### src/rtl/sram_req_arbiter_if.sv
// sram-like request/response channel: one requester-facing bundle carrying the
// request payload, the address handshake and the in-order read response.
interface sram_req_arbiter_if;
  logic        req;
  logic        wr;
  logic [1:0]  size;
  logic [31:0] addr;
  logic [3:0]  wstrb;
  logic [31:0] wdata;
  logic        addr_ok;
  logic        data_ok;
  logic [31:0] rdata;

  // Side that issues requests (a pipeline stage, or the arbiter towards the bridge).
  modport master (
    output req, wr, size, addr, wstrb, wdata,
    input  addr_ok, data_ok, rdata
  );

  // Side that accepts requests (the arbiter towards a stage, or the bridge).
  modport slave (
    input  req, wr, size, addr, wstrb, wdata,
    output addr_ok, data_ok, rdata
  );
endinterface

### src/rtl/sram_req_arbiter.sv
// Two-to-one arbiter sharing one sram-like memory port between the IF-stage
// (inst) and MEM-stage (data) requesters. The grant is held across a stalled
// address handshake, the owner of every accepted transaction is queued in an
// in-order ID FIFO, and each response is steered back to its owner.
module sram_req_arbiter #(
  parameter int OUTSTANDING = 4
) (
  input  logic                 clk,
  input  logic                 reset,
  sram_req_arbiter_if.slave    inst,
  sram_req_arbiter_if.slave    data,
  sram_req_arbiter_if.master   mem
);

  localparam int PW = $clog2(OUTSTANDING);
  localparam int CW = PW + 1;

  typedef enum logic {
    OWN_INST = 1'b0,
    OWN_DATA = 1'b1
  } owner_e;

  // Lock state: remembers who owned a request that the bridge has not yet taken.
  logic    lock_valid;
  owner_e  lock_id;

  // ID FIFO state.
  owner_e  id_mem [OUTSTANDING];
  logic [PW-1:0] wr_ptr;
  logic [PW-1:0] rd_ptr;
  logic [CW-1:0] count;

  logic    fifo_full;
  logic    fifo_empty;
  logic    lock_hold;
  owner_e  grantee;
  owner_e  head_id;
  logic    mem_req;
  logic    push;
  logic    pop;

  assign fifo_full  = (count == CW'(OUTSTANDING));
  assign fifo_empty = (count == '0);
  assign head_id    = id_mem[rd_ptr];

  // Grant selection: a held lock wins as long as its owner still requests;
  // otherwise data has priority over inst.
  always_comb begin
    // NOTE: every signal driven in a combinational block gets a default first, so no latch is inferred.
    lock_hold = 1'b0;
    grantee   = OWN_INST;
    if (lock_valid) begin
      lock_hold = (lock_id == OWN_DATA) ? data.req : inst.req;
    end
    if (lock_hold) begin
      grantee = lock_id;
    end else if (data.req) begin
      grantee = OWN_DATA;
    end
  end

  // Request issue is blocked while the FIFO is full (registered count only) or in reset.
  assign mem_req = (inst.req | data.req) & ~fifo_full & ~reset;
  assign push    = mem_req & mem.addr_ok;
  assign pop     = mem.data_ok & ~fifo_empty & ~reset;

  // Payload mux towards the bridge; everything reads 0 when no request is issued.
  always_comb begin
    mem.req   = mem_req;
    mem.wr    = 1'b0;
    mem.size  = 2'd0;
    mem.addr  = 32'd0;
    mem.wstrb = 4'd0;
    mem.wdata = 32'd0;
    if (mem_req) begin
      if (grantee == OWN_DATA) begin
        mem.wr    = data.wr;
        mem.size  = data.size;
        mem.addr  = data.addr;
        mem.wstrb = data.wstrb;
        mem.wdata = data.wdata;
      end else begin
        mem.wr    = inst.wr;
        mem.size  = inst.size;
        mem.addr  = inst.addr;
        mem.wstrb = inst.wstrb;
        mem.wdata = inst.wdata;
      end
    end
  end

  // Handshake and response routing back to the requesters.
  always_comb begin
    inst.addr_ok = push & (grantee == OWN_INST);
    data.addr_ok = push & (grantee == OWN_DATA);
    inst.data_ok = pop & (head_id == OWN_INST);
    data.data_ok = pop & (head_id == OWN_DATA);
    inst.rdata   = reset ? 32'd0 : mem.rdata;
    data.rdata   = reset ? 32'd0 : mem.rdata;
  end

  // Lock register: set while an issued request waits for addr_ok, released on
  // the handshake or when the locked requester withdraws.
  always_ff @(posedge clk) begin
    // NOTE: sequential state uses non-blocking assignments so every flop samples pre-edge values.
    if (reset) begin
      lock_valid <= 1'b0;
      lock_id    <= OWN_INST;
    end else if (push) begin
      lock_valid <= 1'b0;
    end else if (mem_req) begin
      lock_valid <= 1'b1;
      lock_id    <= grantee;
    end else if (!lock_hold) begin
      lock_valid <= 1'b0;
    end
  end

  // FIFO pointers and occupancy; pointers wrap naturally since depth is a power of 2.
  always_ff @(posedge clk) begin
    if (reset) begin
      wr_ptr <= '0;
      rd_ptr <= '0;
      count  <= '0;
    end else begin
      if (push) wr_ptr <= wr_ptr + 1'b1;
      if (pop)  rd_ptr <= rd_ptr + 1'b1;
      case ({push, pop})
        2'b10:   count <= count + 1'b1;
        2'b01:   count <= count - 1'b1;
        default: count <= count;
      endcase
    end
  end

  // ID storage: written on accept only.
  always_ff @(posedge clk) begin
    // NOTE: the ID array is not reset; entries are only read behind a nonzero count, which reset clears.
    if (push) begin
      id_mem[wr_ptr] <= grantee;
    end
  end

endmodule

### src/flat_wrapper.sv
// flat-port wrapper written by rule: the top's interface ports become plain ports
module sram_req_arbiter_flat 
#(
  parameter int OUTSTANDING = 4
)
  (clk, reset, inst_req, inst_wr, inst_size, inst_addr, inst_wstrb, inst_wdata, inst_addr_ok, inst_data_ok, inst_rdata, data_req, data_wr, data_size, data_addr, data_wstrb, data_wdata, data_addr_ok, data_data_ok, data_rdata, mem_req, mem_wr, mem_size, mem_addr, mem_wstrb, mem_wdata, mem_addr_ok, mem_data_ok, mem_rdata);
  sram_req_arbiter_if inst_i ();
  sram_req_arbiter_if data_i ();
  sram_req_arbiter_if mem_i ();
  input  logic clk;
  input  logic reset;
  input wire logic [$bits(inst_i.req)-1:0] inst_req;
  input wire logic [$bits(inst_i.wr)-1:0] inst_wr;
  input wire logic [$bits(inst_i.size)-1:0] inst_size;
  input wire logic [$bits(inst_i.addr)-1:0] inst_addr;
  input wire logic [$bits(inst_i.wstrb)-1:0] inst_wstrb;
  input wire logic [$bits(inst_i.wdata)-1:0] inst_wdata;
  output wire logic [$bits(inst_i.addr_ok)-1:0] inst_addr_ok;
  output wire logic [$bits(inst_i.data_ok)-1:0] inst_data_ok;
  output wire logic [$bits(inst_i.rdata)-1:0] inst_rdata;
  input wire logic [$bits(data_i.req)-1:0] data_req;
  input wire logic [$bits(data_i.wr)-1:0] data_wr;
  input wire logic [$bits(data_i.size)-1:0] data_size;
  input wire logic [$bits(data_i.addr)-1:0] data_addr;
  input wire logic [$bits(data_i.wstrb)-1:0] data_wstrb;
  input wire logic [$bits(data_i.wdata)-1:0] data_wdata;
  output wire logic [$bits(data_i.addr_ok)-1:0] data_addr_ok;
  output wire logic [$bits(data_i.data_ok)-1:0] data_data_ok;
  output wire logic [$bits(data_i.rdata)-1:0] data_rdata;
  output wire logic [$bits(mem_i.req)-1:0] mem_req;
  output wire logic [$bits(mem_i.wr)-1:0] mem_wr;
  output wire logic [$bits(mem_i.size)-1:0] mem_size;
  output wire logic [$bits(mem_i.addr)-1:0] mem_addr;
  output wire logic [$bits(mem_i.wstrb)-1:0] mem_wstrb;
  output wire logic [$bits(mem_i.wdata)-1:0] mem_wdata;
  input wire logic [$bits(mem_i.addr_ok)-1:0] mem_addr_ok;
  input wire logic [$bits(mem_i.data_ok)-1:0] mem_data_ok;
  input wire logic [$bits(mem_i.rdata)-1:0] mem_rdata;
  assign inst_i.req = inst_req;
  assign inst_i.wr = inst_wr;
  assign inst_i.size = inst_size;
  assign inst_i.addr = inst_addr;
  assign inst_i.wstrb = inst_wstrb;
  assign inst_i.wdata = inst_wdata;
  assign inst_addr_ok = inst_i.addr_ok;
  assign inst_data_ok = inst_i.data_ok;
  assign inst_rdata = inst_i.rdata;
  assign data_i.req = data_req;
  assign data_i.wr = data_wr;
  assign data_i.size = data_size;
  assign data_i.addr = data_addr;
  assign data_i.wstrb = data_wstrb;
  assign data_i.wdata = data_wdata;
  assign data_addr_ok = data_i.addr_ok;
  assign data_data_ok = data_i.data_ok;
  assign data_rdata = data_i.rdata;
  assign mem_req = mem_i.req;
  assign mem_wr = mem_i.wr;
  assign mem_size = mem_i.size;
  assign mem_addr = mem_i.addr;
  assign mem_wstrb = mem_i.wstrb;
  assign mem_wdata = mem_i.wdata;
  assign mem_i.addr_ok = mem_addr_ok;
  assign mem_i.data_ok = mem_data_ok;
  assign mem_i.rdata = mem_rdata;
  sram_req_arbiter #(.OUTSTANDING(OUTSTANDING)) u_core (.clk(clk), .reset(reset), .inst(inst_i), .data(data_i), .mem(mem_i));
endmodule
### config.mk
export PLATFORM = sky130hd
export DESIGN_NAME = sram_req_arbiter_flat
export DESIGN_NICKNAME = d
export VERILOG_FILES = /design/src/rtl/sram_req_arbiter_if.sv /design/src/rtl/sram_req_arbiter.sv /design/src/flat_wrapper.sv
export SDC_FILE = /design/constraint.sdc
export NUM_CORES = 1
export LEC_CHECK = 0
export CORE_AREA = 2 2 126 128
export DETAILED_ROUTE_END_ITERATION = 8
export DIE_AREA = 0 0 128 130
export PLACE_DENSITY = 0.66
export SYNTH_ARGS = -nofsm -noshare
export SYNTH_HDL_FRONTEND = slang
export SYNTH_SLANG_ARGS = --single-unit
### constraint.sdc
create_clock -name clk -period 2.7 [get_ports clk]
set_clock_uncertainty 0.05 [all_clocks]
set_input_delay 0.675 -clock clk [delete_from_list [all_inputs] [get_ports clk]]
set_output_delay 0.675 -clock clk [all_outputs]
set_load 0.005 [all_outputs]
==> Word-level counts from Yosys, hierarchy flattened <==
Memory sizes are Yosys's and may differ from the RTL's. A register that Yosys moved wholly into a read port is not among the register bits.
Cells that the tools add are included.
{ "op_classes": {"bitwise": 16, "n_eq_ne": 4, "n_mux": 22, "add_sub_neg": 4, "n_reduce_logical": 4} }
{ "op_table": {"columns": ["op", "n"], "rows": [
  ["$mux W32", 5],
  ["$mux W1", 10],
  ["$and A1 B1 Y1", 9],
  ["$mux W2", 4],
  ["$mux W4", 2],
  ["$not A1 Y1", 6],
  ["$pmux W3 S2", 1],
  ["$add A2 B1 Y2 const B", 2],
  ["$add A3 B1 Y3 const B", 1],
  ["$eq A3 B3 Y1 const B", 1],
  ["$logic_not A3 Y1", 1],
  ["$sub A3 B1 Y3 const B", 1],
  ["$eq A2 B1 Y1 const B", 1],
  ["$eq A2 B2 Y1 const B", 1],
  ["$ne A2 B2 Y1 const B", 1],
  ["$reduce_and A2 Y1", 1],
  ["$reduce_bool A2 Y1", 1],
  ["$reduce_or A2 Y1", 1],
  ["$or A1 B1 Y1", 1]
]} }
{ "word_totals": {"reg_bits": 9, "wordCells": 56, "inputBits": 180, "mem_bits_rw": 4, "memories": 1} }
{ "mem_list": {"columns": ["name", "words", "word_bits", "read_ports", "rd_ports_with_merged_regs", "wr", "line_no", "text"], "rows": [
  ["u_core.id_mem", 4, 1, 1, 1, 1, "sram_req_arbiter.sv:28", "owner_e id_mem [OUTSTANDING];"]
]} }

==> Logic depth before layout (Yosys ltp) <==
Gate-level depths: netlist (run 1).
{ "depth": {"word_depth": 7, "depth_mapped": 8, "mapped_depth_nobuf": 7} }

==> Worst setup path after synthesis (run 1) <==
No wires, ideal clock.
{ "synth_path": {"path_type": "in2reg", "from": "in reset", "to": "reg u_core.count[2]", "arrival_ps": 2676, "path_slack_ps": -97, "cell_stages": 8, "path_buffers": 2, "path_cell_list": "clkbuf_1 > or4b_1 > buf_2 > ha_1 > fa_1 > xnor2_1 > or3_1 > a21oi_1"} }
{ "synth_between": {"elab_chain_len": 5} }
{ "synth_lines": {"columns": ["item", "line_no", "text"], "rows": [
  ["start: declaration", "flat_wrapper.sv:11", "input logic reset;"],
  ["$not A1 Y1", "sram_req_arbiter.sv:63, sram_req_arbiter.sv:65", null],
  ["$and A1 B1 Y1", "sram_req_arbiter.sv:63", "assign mem_req = (inst.req | data.req) & ~fifo_full & ~reset;"],
  ["$and A1 B1 Y1", "sram_req_arbiter.sv:64", "assign push = mem_req & mem.addr_ok;"],
  ["$eq A2 B1 Y1 / $eq A2 B2 Y1 (equally long branches)", "sram_req_arbiter.sv:128", "case ({push, pop})"],
  ["$pmux W3 S2 / $reduce_bool A2 Y1 (equally long branches)", null, null],
  ["end signal: assignment", "sram_req_arbiter.sv:129", "2'b10: count <= count + 1'b1;"],
  ["end signal: assignment", "sram_req_arbiter.sv:130", "2'b01: count <= count - 1'b1;"],
  ["end signal: assignment", "sram_req_arbiter.sv:131", "default: count <= count;"],
  ["end: declaration", "sram_req_arbiter.sv:31", "logic [CW-1:0] count;"]
]} }
Several ways; a longest one is shown, not always the timed one.
A chain may end at the register's enable or synchronous reset.

==> Final worst setup path (run 1) <==
{ "layout_path": {"from": "in data_req", "to": "out mem_addr[1]"} }
{ "layout_between": {"elab_chain_len": 5} }
{ "layout_lines": {"columns": ["item", "line_no", "text"], "rows": [
  ["start: declaration", "flat_wrapper.sv:21", "input wire logic [$bits(data_i.req)-1:0] data_req;"],
  ["$mux W1", "sram_req_arbiter.sv:53", "lock_hold = (lock_id == OWN_DATA) ? data.req : inst.req;"],
  ["$mux W1", "sram_req_arbiter.sv:52", "if (lock_valid) begin"],
  ["$mux W1", "sram_req_arbiter.sv:55", "if (lock_hold) begin"],
  ["$mux W32", "sram_req_arbiter.sv:76", "if (grantee == OWN_DATA) begin"],
  ["$mux W32 (*)", "sram_req_arbiter.sv:75", "if (mem_req) begin"],
  ["end: declaration", "flat_wrapper.sv:33", "output wire logic [$bits(mem_i.addr)-1:0] mem_addr;"]
]} }
Mark *: on every way between the ends. The rest lies on a longest branch, timed or not.

==> impl_metrics.yaml, run 1 <==
status:
  status: "finished, final reports clean"
placed_design:
  place_congestion: 0.816
  port_buffers: 319
  dp.final_hpwl_um: 9700
  post_dp_cell_area_sq_um: 5830
  dp_slack_ns: -0.724
critical_path:
  slowest_stage: "or3_4"
  cp_data_required_time_ns: 1.98
  cp-start-kind: "input port"
  end_kind: "output port"
  cp_cell_sequence: "buf_2 -> nor2_2 -> or3_4 -> buf_4 -> buf_12 -> a21oi_2 -> clkdlybuf4s15_2"
  reg2reg_from: "u_core.count[2]$_SDFFE_PP0P_"
  critPathKind: "input port to output port"
  r2r-end: "u_core.count[2]$_SDFFE_PP0P_"
  crit_path_max_fanout: 13
  max_stage_delay_ns: 0.44
  critPathArrivalTime_ns: 1.94
  reg2reg_depth: 7
  reg2reg_slack_ns: 0.38
die:
  std_cell_rows: 46
  initial_core_util_pct: 15.7
  ios: 320
  die_area_sq_um: 16600
  die_w_um: 128
  core_sq_um: 15400
  die_h_um: 130
layout:
  drive_above_1_share_pct: 25.3
  synthToLayoutAreaGrowth_pct: 155
  final_util_pct: 40.0
  antenna_cells: 0
  nets: 878
  final_cell_area_sq_um: 6180
synth:
  avgSynthCellArea_sq_um: 6.20
  yosysWarnings: 0
  synthArstFlopShare_pct: 0
  syn_area_sq_um: 2420
  syn_inst: 390
  ys_types: 31
  synth_edf_count: 4
  ys.flop_type: "dfxtp_1"
  yosysSeqAreaShare_pct: 14.1
  ys_ff_latch: 15
  synth_nets: 576
timing:
  max_freq_ghz: 0.375
  fin_ws_ns: 0.0350
  slew_viol_final: 0
  rsz0062_at_grt: "true"
  finalCritPeriodShare_pct: 98.7
  hold_viol: 0
  period_minus_slack_ns: 2.66
  relSlewSlack_pct: 69.8
  fin_tns_setup_ns: 0
  tightest_slew_ns: 0.447
  finalSetupViolations: 0
route:
  dr.pass1.iters: 4
  drc: 0
  post_drt_wl_per_cell_um: 16.1
  wirelength_um: 14200
  drtAntennaViolNets: 0
  vias: 3999
  drt-initial-drc-count: 180
  vias_per_cell: 4.53
global_routing:
  grt_use_total_pct: 15.3
  grt_pass1_wl_um: 20300
  antenna_found_initial: 0
  grt_overflow: 0
  grt_max_degree: 48
  grt_pass1_vias: 3673
cts:
  clk_latency_ns: 0.24
  path_clk_slew_ns: 0.05
  cts_made_buffers: 3
  clk_path_buf_depth: 2
  cts_max_level: 1
  cts_tree: "done"
  clock_sinks: 15
  cts-root-buf: "clkbuf_16"
  hold_buffers: 0
power:
  p_per_area_nw_per_um2: 237
  ir_worst_vdd_uv: 203
  cellLeakagePower_nw: 2.48
job:
  cap_violations: 0
min_path:
  hp-start: "u_core.wr_ptr[0]$_SDFFE_PP0P_"
  min_to: "u_core.wr_ptr[0]$_SDFFE_PP0P_"
  holdPathStages: 1
  holdCritPathClass: "flop to flop"
==> worst max path at each step <==
| stage | from | to | slack, ns | cells past startpoint |
|---|---|---|---|---|
| after floorplan | reset | u_core.count[2]$_SDFFE_PP0P_ | 0.05 | 8 |
| after global placement | inst_req | mem_addr[8] | -0.73 | 6 |
| after detailed placement | inst_req | mem_addr[8] | -0.72 | 6 |
| after CTS | mem_data_ok | data_data_ok | -0.06 | 5 |
| after global routing | data_req | mem_addr[25] | -0.05 | 7 |
| final | data_req | mem_addr[1] | 0.04 | 7 |
==> cells by family (layout without fill, tap and decap cells) <==
| logic type | count (synthesis) | after routing | synth area share [%] |
|---|---|---|---|
| mux | 5 | 5 | 2.84 |
| simple gates | 127 | 127 | 28.2 |
| buf+inv | 83 | 384 | 18.3 |
| fa+ha+maj | 6 | 6 | 3.41 |
| xor+xnor | 4 | 4 | 1.45 |
| compound gates | 150 | 150 | 31.7 |
| flops | 15 | 15 | 14.1 |
==> per-layer routing <==
layer / vias up / wire (um) / global-route usage [%]
met4: 0 / 189 / 2.59
met3: 10 / 936 / 2.62
met2: 185 / 7010 / 26.3
met5: - / 0 / 0
met1: 1846 / 6070 / 20.5
li1: 1958 / - / -
==> synthesized netlist by cell type, types with 2 or more instances <==
| cell | instances | area (sq um) |
|---|---|---|
| ha_1 | 5 | 62.6 |
| or3_1 | 2 | 12.5 |
| xor2_1 | 3 | 26.3 |
| o311ai_0 | 2 | 17.5 |
| o21ai_0 | 73 | 365 |
| buf_4 | 32 | 240 |
| mux2i_1 | 2 | 20.0 |
| buf_2 | 9 | 45.0 |
| a21oi_1 | 72 | 360 |
| inv_1 | 6 | 22.5 |
| nor2b_1 | 32 | 200 |
| nand3_1 | 71 | 355 |
| dfxtp_1 | 11 | 220 |
| clkbuf_1 | 36 | 135 |
| nor2_1 | 10 | 37.5 |
| edfxtp_1 | 4 | 120 |
| nand2_1 | 2 | 7.51 |
| and3_1 | 4 | 25.0 |
| o31ai_1 | 2 | 15.0 |
==> cell type report <==
type | count | area [sq um]
fill | 1581 | 9250
timing repair buffer | 374 | 3640
multi-input combinational | 292 | 1850
sequential | 15 | 340
tap | 192 | 240
clock buffer | 3 | 75.1
inverter | 6 | 22.5
clock inverter | 1 | 5.00
==> what timing repair did <==
action / CTS / global route
pin swaps: 6 / 3
setup buffers: 11 / 1
endpoints found under the setup margin: 142 / 108
resized for setup: 288 / 54
gates cloned: 6 / 1
==> through the flow <==
stage | power [mW] | hold WS (ns) | instances
floorplan | 0.556 | 0.418 | 390
global placement | 1.12 | 0.443 | 863
detailed placement | 1.13 | 0.457 | 863
CTS | 1.46 | 0.468 | 884
global route | 1.56 | 0.511 | 883
finish | 1.46 | 0.465 | 883
==> critical path: cells and delay by family <==
family / cells / cell delay (ns)
buffers and inverters: 4 / 0.64
AOI/OAI and AO/OA: 1 / 0.12
and+or+nand+nor: 2 / 0.50
==> cell usage in the layout, fill, tap and decap left out, types with 2 or more instances in the layout <==
cell type and instances:
a21oi_1 44, a21oi_2 26, a21oi_4 2, and3_1 4, buf_12 11, buf_16 4
buf_2 43, buf_4 34, buf_6 5, clkbuf_16 4, clkbuf_2 8, clkdlybuf4s15_1 4
clkdlybuf4s15_2 13, clkdlybuf4s50_1 238, dfxtp_1 11, dlygate4sd2_1 9, dlymetal6s2s_1 3, edfxtp_1 4
ha_1 4, inv_1 5, mux2i_1 2, nand2_1 2, nand3_1 71, nor2_1 6
nor2_4 3, nor2b_1 27, nor2b_2 5, o21ai_0 51, o21ai_1 21, o311ai_0 2
xor2_1 3
==> power by group <==
group	leakage (nW)	total (mW)	switching (mW)	internal [mW]
combinational	2.31	0.919	0.351	0.568
clock	0.0409	0.286	0.0888	0.198
sequential	0.126	0.258	0.0104	0.248
total	2.48	1.46	0.450	1.01
(Power assumes the default switching activity.)
==> inputs of run 2 (changes only) <==
CORE_AREA = 2 2 125 127   (was 2 2 126 128)
CTS_BUF_LIST = sky130_fd_sc_hd__clkbuf_2   (was default)
DIE_AREA = 0 0 127 129   (was 0 0 128 130)
DONT_BUFFER_PORTS = 1   (was default)
HOLD_SLACK_MARGIN = 0.1   (was default)
PLACE_DENSITY = 0.39   (was 0.66)
==> run 2 against run 1 <==
Effect of this change: global-route usage shrank 5.7 points; sequential power up 2%; worst hold slack got worse by 0.081 ns; wire length decreased by 31%; sequential share of layout area increased by 8.1 points; critical path depth is 2 lower.
==> impl_metrics.yaml, run 2 (same netlist as run 1, synthesis figures left out) <==
critical_path:
  cp_data_required_time_ns: 1.98
  cp-start-kind: "flop"
  end_kind: "output port"
  crit_path_max_fanout: 37
  critPathKind: "flop to output port"
  slowest_stage: "or3_4"
  critPathArrivalTime_ns: 1.80
  max_stage_delay_ns: 0.41
  cp_cell_sequence: "nor3b_2 -> or3_4 -> buf_12 -> a21oi_2 -> buf_4"
power:
  cellLeakagePower_nw: 0.856
  ir_worst_vdd_uv: 117
  p_per_area_nw_per_um2: 283
cts:
  cts-root-buf: "clkbuf_2"
  cts_tree: "done"
  hold_buffers: 0
  cts_max_level: 1
  cts_setup_buffers: 0
  path_clk_slew_ns: 0.16
  clock_sinks: 15
  cts_made_buffers: 3
  clk_latency_ns: 0.28
  clk_path_buf_depth: 2
timing:
  relSlewSlack_pct: 70.4
  slew_viol_final: 0
  finalSetupViolations: 0
  period_minus_slack_ns: 2.53
  fin_tns_setup_ns: 0
  finalCritPeriodShare_pct: 93.5
  hold_viol: 0
  rsz0062_at_grt: "false"
  tightest_slew_ns: 0.440
  fin_ws_ns: 0.174
  max_freq_ghz: 0.396
placed_design:
  place_congestion: 0.744
  dp.final_hpwl_um: 7250
  dp_cells: 523
  post_dp_cell_area_sq_um: 2440
  port_buffers: 0
  dp_slack_ns: 0.106
layout:
  fin_cells: 528
  nets: 527
  final_util_pct: 16.8
  synthToLayoutAreaGrowth_pct: 4.08
  drive_above_1_share_pct: 12.1
  antenna_cells: 0
  final_common_cell: "o21ai_0"
  final_cell_area_sq_um: 2520
  fillers: 1723
  final_cell_mix: "o21ai_0 (73), nand3_1 (71), a21oi_1 (68)"
global_routing:
  grt_pass1_wl_um: 12800
  grt_pass1_vias: 2414
  grt_use_total_pct: 9.65
  antenna_found_initial: 0
  grt_overflow: 0
  grt_max_degree: 76
status:
  status: "finished, final reports clean"
die:
  initial_core_util_pct: 16.2
  core_sq_um: 15000
  std_cell_rows: 45
  die_h_um: 129
  ios: 320
  die_area_sq_um: 16400
  die_w_um: 127
route:
  drtAntennaViolNets: 0
  vias_per_cell: 5.20
  vias: 2745
  dr.pass1.iters: 6
  post_drt_wl_per_cell_um: 18.7
  drc: 0
  wirelength_um: 9850
  drt-initial-drc-count: 157
min_path:
  holdCritPathClass: "input port to flop"
job:
  cap_violations: 0
run 2: cell types whose count changed in the layout (fill, tap and decap cells not counted), sizes merged, moves of 3 or more:
cell | previous run | this run
dlygate4sd2 | 9 | 0
clkdlybuf4s15 | 17 | 0
buf | 97 | 22
dlymetal6s2s | 3 | 0
clkdlybuf4s50 | 238 | 0
clkbuf | 12 | 5
run 2: where the power goes:
part	internal [mW]	total, mW	leakage [nW]	switching, mW
registers	0.248	0.263	0.127	0.0155
clock network	0.0393	0.115	0.0166	0.0759
logic	0.131	0.335	0.713	0.204
run 2: area by class of cell:
class                           count  area [sq um]  share of cell area (%)
Multi-Input combinational cell    292          1670                    66.3
Sequential cell                    15           343                    13.6
Tap cell                          188           235                    9.34
Timing Repair Buffer               23           228                    9.04
Inverter                            6          22.5                   0.894
Clock buffer                        4          20.0                   0.795
run 2: per-layer routing:
metal	up-vias	share of wire (%)	GRT usage [%]
li1	1247	-	-
met4	0	1.6	2.84
met1	1277	37	10.8
met5	-	0	0
met2	203	51	17.8
met3	18	9.9	2.70
run 2: worst max-delay path: cells and delay by family, from the launching register on:
| family | cells | cell delay, ns |
|---|---|---|
| flops | 1 | 0.37 |
| simple gates | 2 | 0.60 |
| buf+inv | 2 | 0.32 |
| compound gates | 1 | 0.19 |
run 2: timing repair:
action | in CTS | in global routing
cloned | 0 | 1
endpoints found under the setup margin | 6 | 22
resized for setup | 4 | 5
run 2: path summary, 6_finish.rpt:
kind / start / to / slack, ns / depth (start not counted)
worst min register to register: u_core.count[2]$_SDFFE_PP0P_ / u_core.count[2]$_SDFFE_PP0P_ / 0.49 / 2
worst max-delay path: u_core.count[2]$_SDFFE_PP0P_ / mem_wdata[29] / 0.17 / 5
worst max register to register: u_core.count[2]$_SDFFE_PP0P_ / u_core.count[2]$_SDFFE_PP0P_ / 0.31 / 7
worst min-delay path: reset / flop / 0.38 / 1
run 2: metrics by stage:
stage | hold slack [ns] | total power, mW
finish | 0.383 | 0.713
detailed placement | 0.459 | 0.591
CTS | 0.361 | 0.710
floorplan | 0.418 | 0.556
global placement | 0.448 | 0.585
global route | 0.348 | 0.774
==> inputs of run 3 (changes only) <==
PLACE_DENSITY = 0.37   (was 0.39)
==> run 3 against run 2 <==
Effect of this change: wire length decreased by 15%; core utilization decreased by 0.89 points; global-route usage decreased by 1.4 points; clock-buffer cell count decreased by 1; worst hold slack about the same; register-to-register slack improved by 0.02 ns; fmax decreased by 2.8%; critical path type unchanged; largest cell class unchanged; highest routed layer unchanged.
==> impl_metrics.yaml, run 3 (same netlist as run 1, synthesis figures left out) <==
status:
  status: "finished, final reports clean"
route:
  vias: 2648
  wirelength_um: 8420
  drc: 0
  drt-initial-drc-count: 133
  vias_per_cell: 5.14
  dr.pass1.iters: 6
  post_drt_wl_per_cell_um: 16.3
  drtAntennaViolNets: 0
global_routing:
  grt_pass1_vias: 2140
  grt_overflow: 0
  grt_pass1_wl_um: 11100
  grt_use_total_pct: 8.25
  antenna_found_initial: 2
  grt_max_degree: 76
cts:
  cts_made_buffers: 3
  hold_buffers: 0
  cts-root-buf: "clkbuf_2"
  clock_sinks: 15
  cts_max_level: 1
  clk_path_buf_depth: 2
  clk_latency_ns: 0.28
  cts.repair.resized: 0
  path_clk_slew_ns: 0.15
  cts_tree: "done"
  cts_setup_buffers: 0
critical_path:
  cp_top_family: "simple AND/OR/NAND/NOR gates"
  cp_data_required_time_ns: 1.98
  cp_cell_sequence: "nor3b_2 -> or3_2 -> buf_12 -> a21oi_1 -> buf_4"
  crit_path_max_fanout: 74
  critPathArrivalTime_ns: 1.87
  end_kind: "output port"
  cp-start-kind: "flop"
  critPathKind: "flop to output port"
  max_stage_delay_ns: 0.49
  slowest_stage: "or3_2"
  cp_num_buf_inv: 2
layout:
  fillers: 1698
  regArea_sq_um: 343
  multi_input_area_sq_um: 1650
  synthToLayoutAreaGrowth_pct: -1.45
  drive_above_1_share_pct: 6.77
  final_cell_area_sq_um: 2380
  final_cell_mix: "o21ai_0 (73), a21oi_1 (72), nand3_1 (71)"
  final_common_cell: "o21ai_0"
  nets: 512
  final_util_pct: 15.9
  fin_cells: 515
placed_design:
  post_dp_cell_area_sq_um: 2350
  place_congestion: 0.758
  dp_slack_ns: 0.130
  dp.final_hpwl_um: 6170
  port_buffers: 0
  dp_cells: 509
timing:
  max_freq_ghz: 0.385
  period_minus_slack_ns: 2.60
  rsz0062_at_grt: "false"
  hold_slack_ns: 0.383
  finalCritPeriodShare_pct: 96.3
  relSlewSlack_pct: 69.8
  tightest_slew_ns: 0.449
  hold_viol: 0
  slew_viol_final: 0
  fin_ws_ns: 0.101
  fin_tns_setup_ns: 0
  finalSetupViolations: 0
die:
  core_sq_um: 15000
  std_cell_rows: 45
  initial_core_util_pct: 16.2
  die_w_um: 127
  die_area_sq_um: 16400
  die_h_um: 129
  ios: 320
power:
  power_uw: 672
  ir_worst_vdd_uv: 107
  p_per_area_nw_per_um2: 282
  cellLeakagePower_nw: 0.773
min_path:
  holdCritPathClass: "input port to flop"
job:
  cap_violations: 0
run 3: final timing paths:
check                                    start                            to  slack (ns)  cells past startpoint
setup reg to reg  u_core.count[2]$_SDFFE_PP0P_  u_core.count[2]$_SDFFE_PP0P_        0.33                      7
setup / recovery  u_core.count[2]$_SDFFE_PP0P_                  mem_addr[12]        0.10                      5
hold / removal                           reset  u_core.count[0]$_SDFFE_PP0P_        0.38                      1
hold reg to reg   u_core.count[2]$_SDFFE_PP0P_  u_core.count[2]$_SDFFE_PP0P_        0.48                      2
run 3: routing by layer:
layer  GRT usage (%)  part of all wire (%)  up-vias
met5               0                     0        -
met4            3.36                   2.9        0
li1                -                     -     1216
met2            16.1                    52      202
met3           0.790                   7.6       16
met1            9.11                    37     1214
run 3: layout make-up:
cell class                 instances  share of cell area (%)
multi-input combinational        292                    69.1
sequential                        15                    14.4
clock buffer                       3                   0.630
timing repair buffer               8                    4.62
antenna                            2                   0.210
tap                              188                    9.86
inverter                           6                   0.944
clock inverter                     1                   0.210
run 3: power breakdown:
group | internal [mW] | leakage [nW] | switching, mW
registers | 0.248 | 0.127 | 0.0153
clock network | 0.0335 | 0.0164 | 0.0777
logic | 0.112 | 0.630 | 0.186
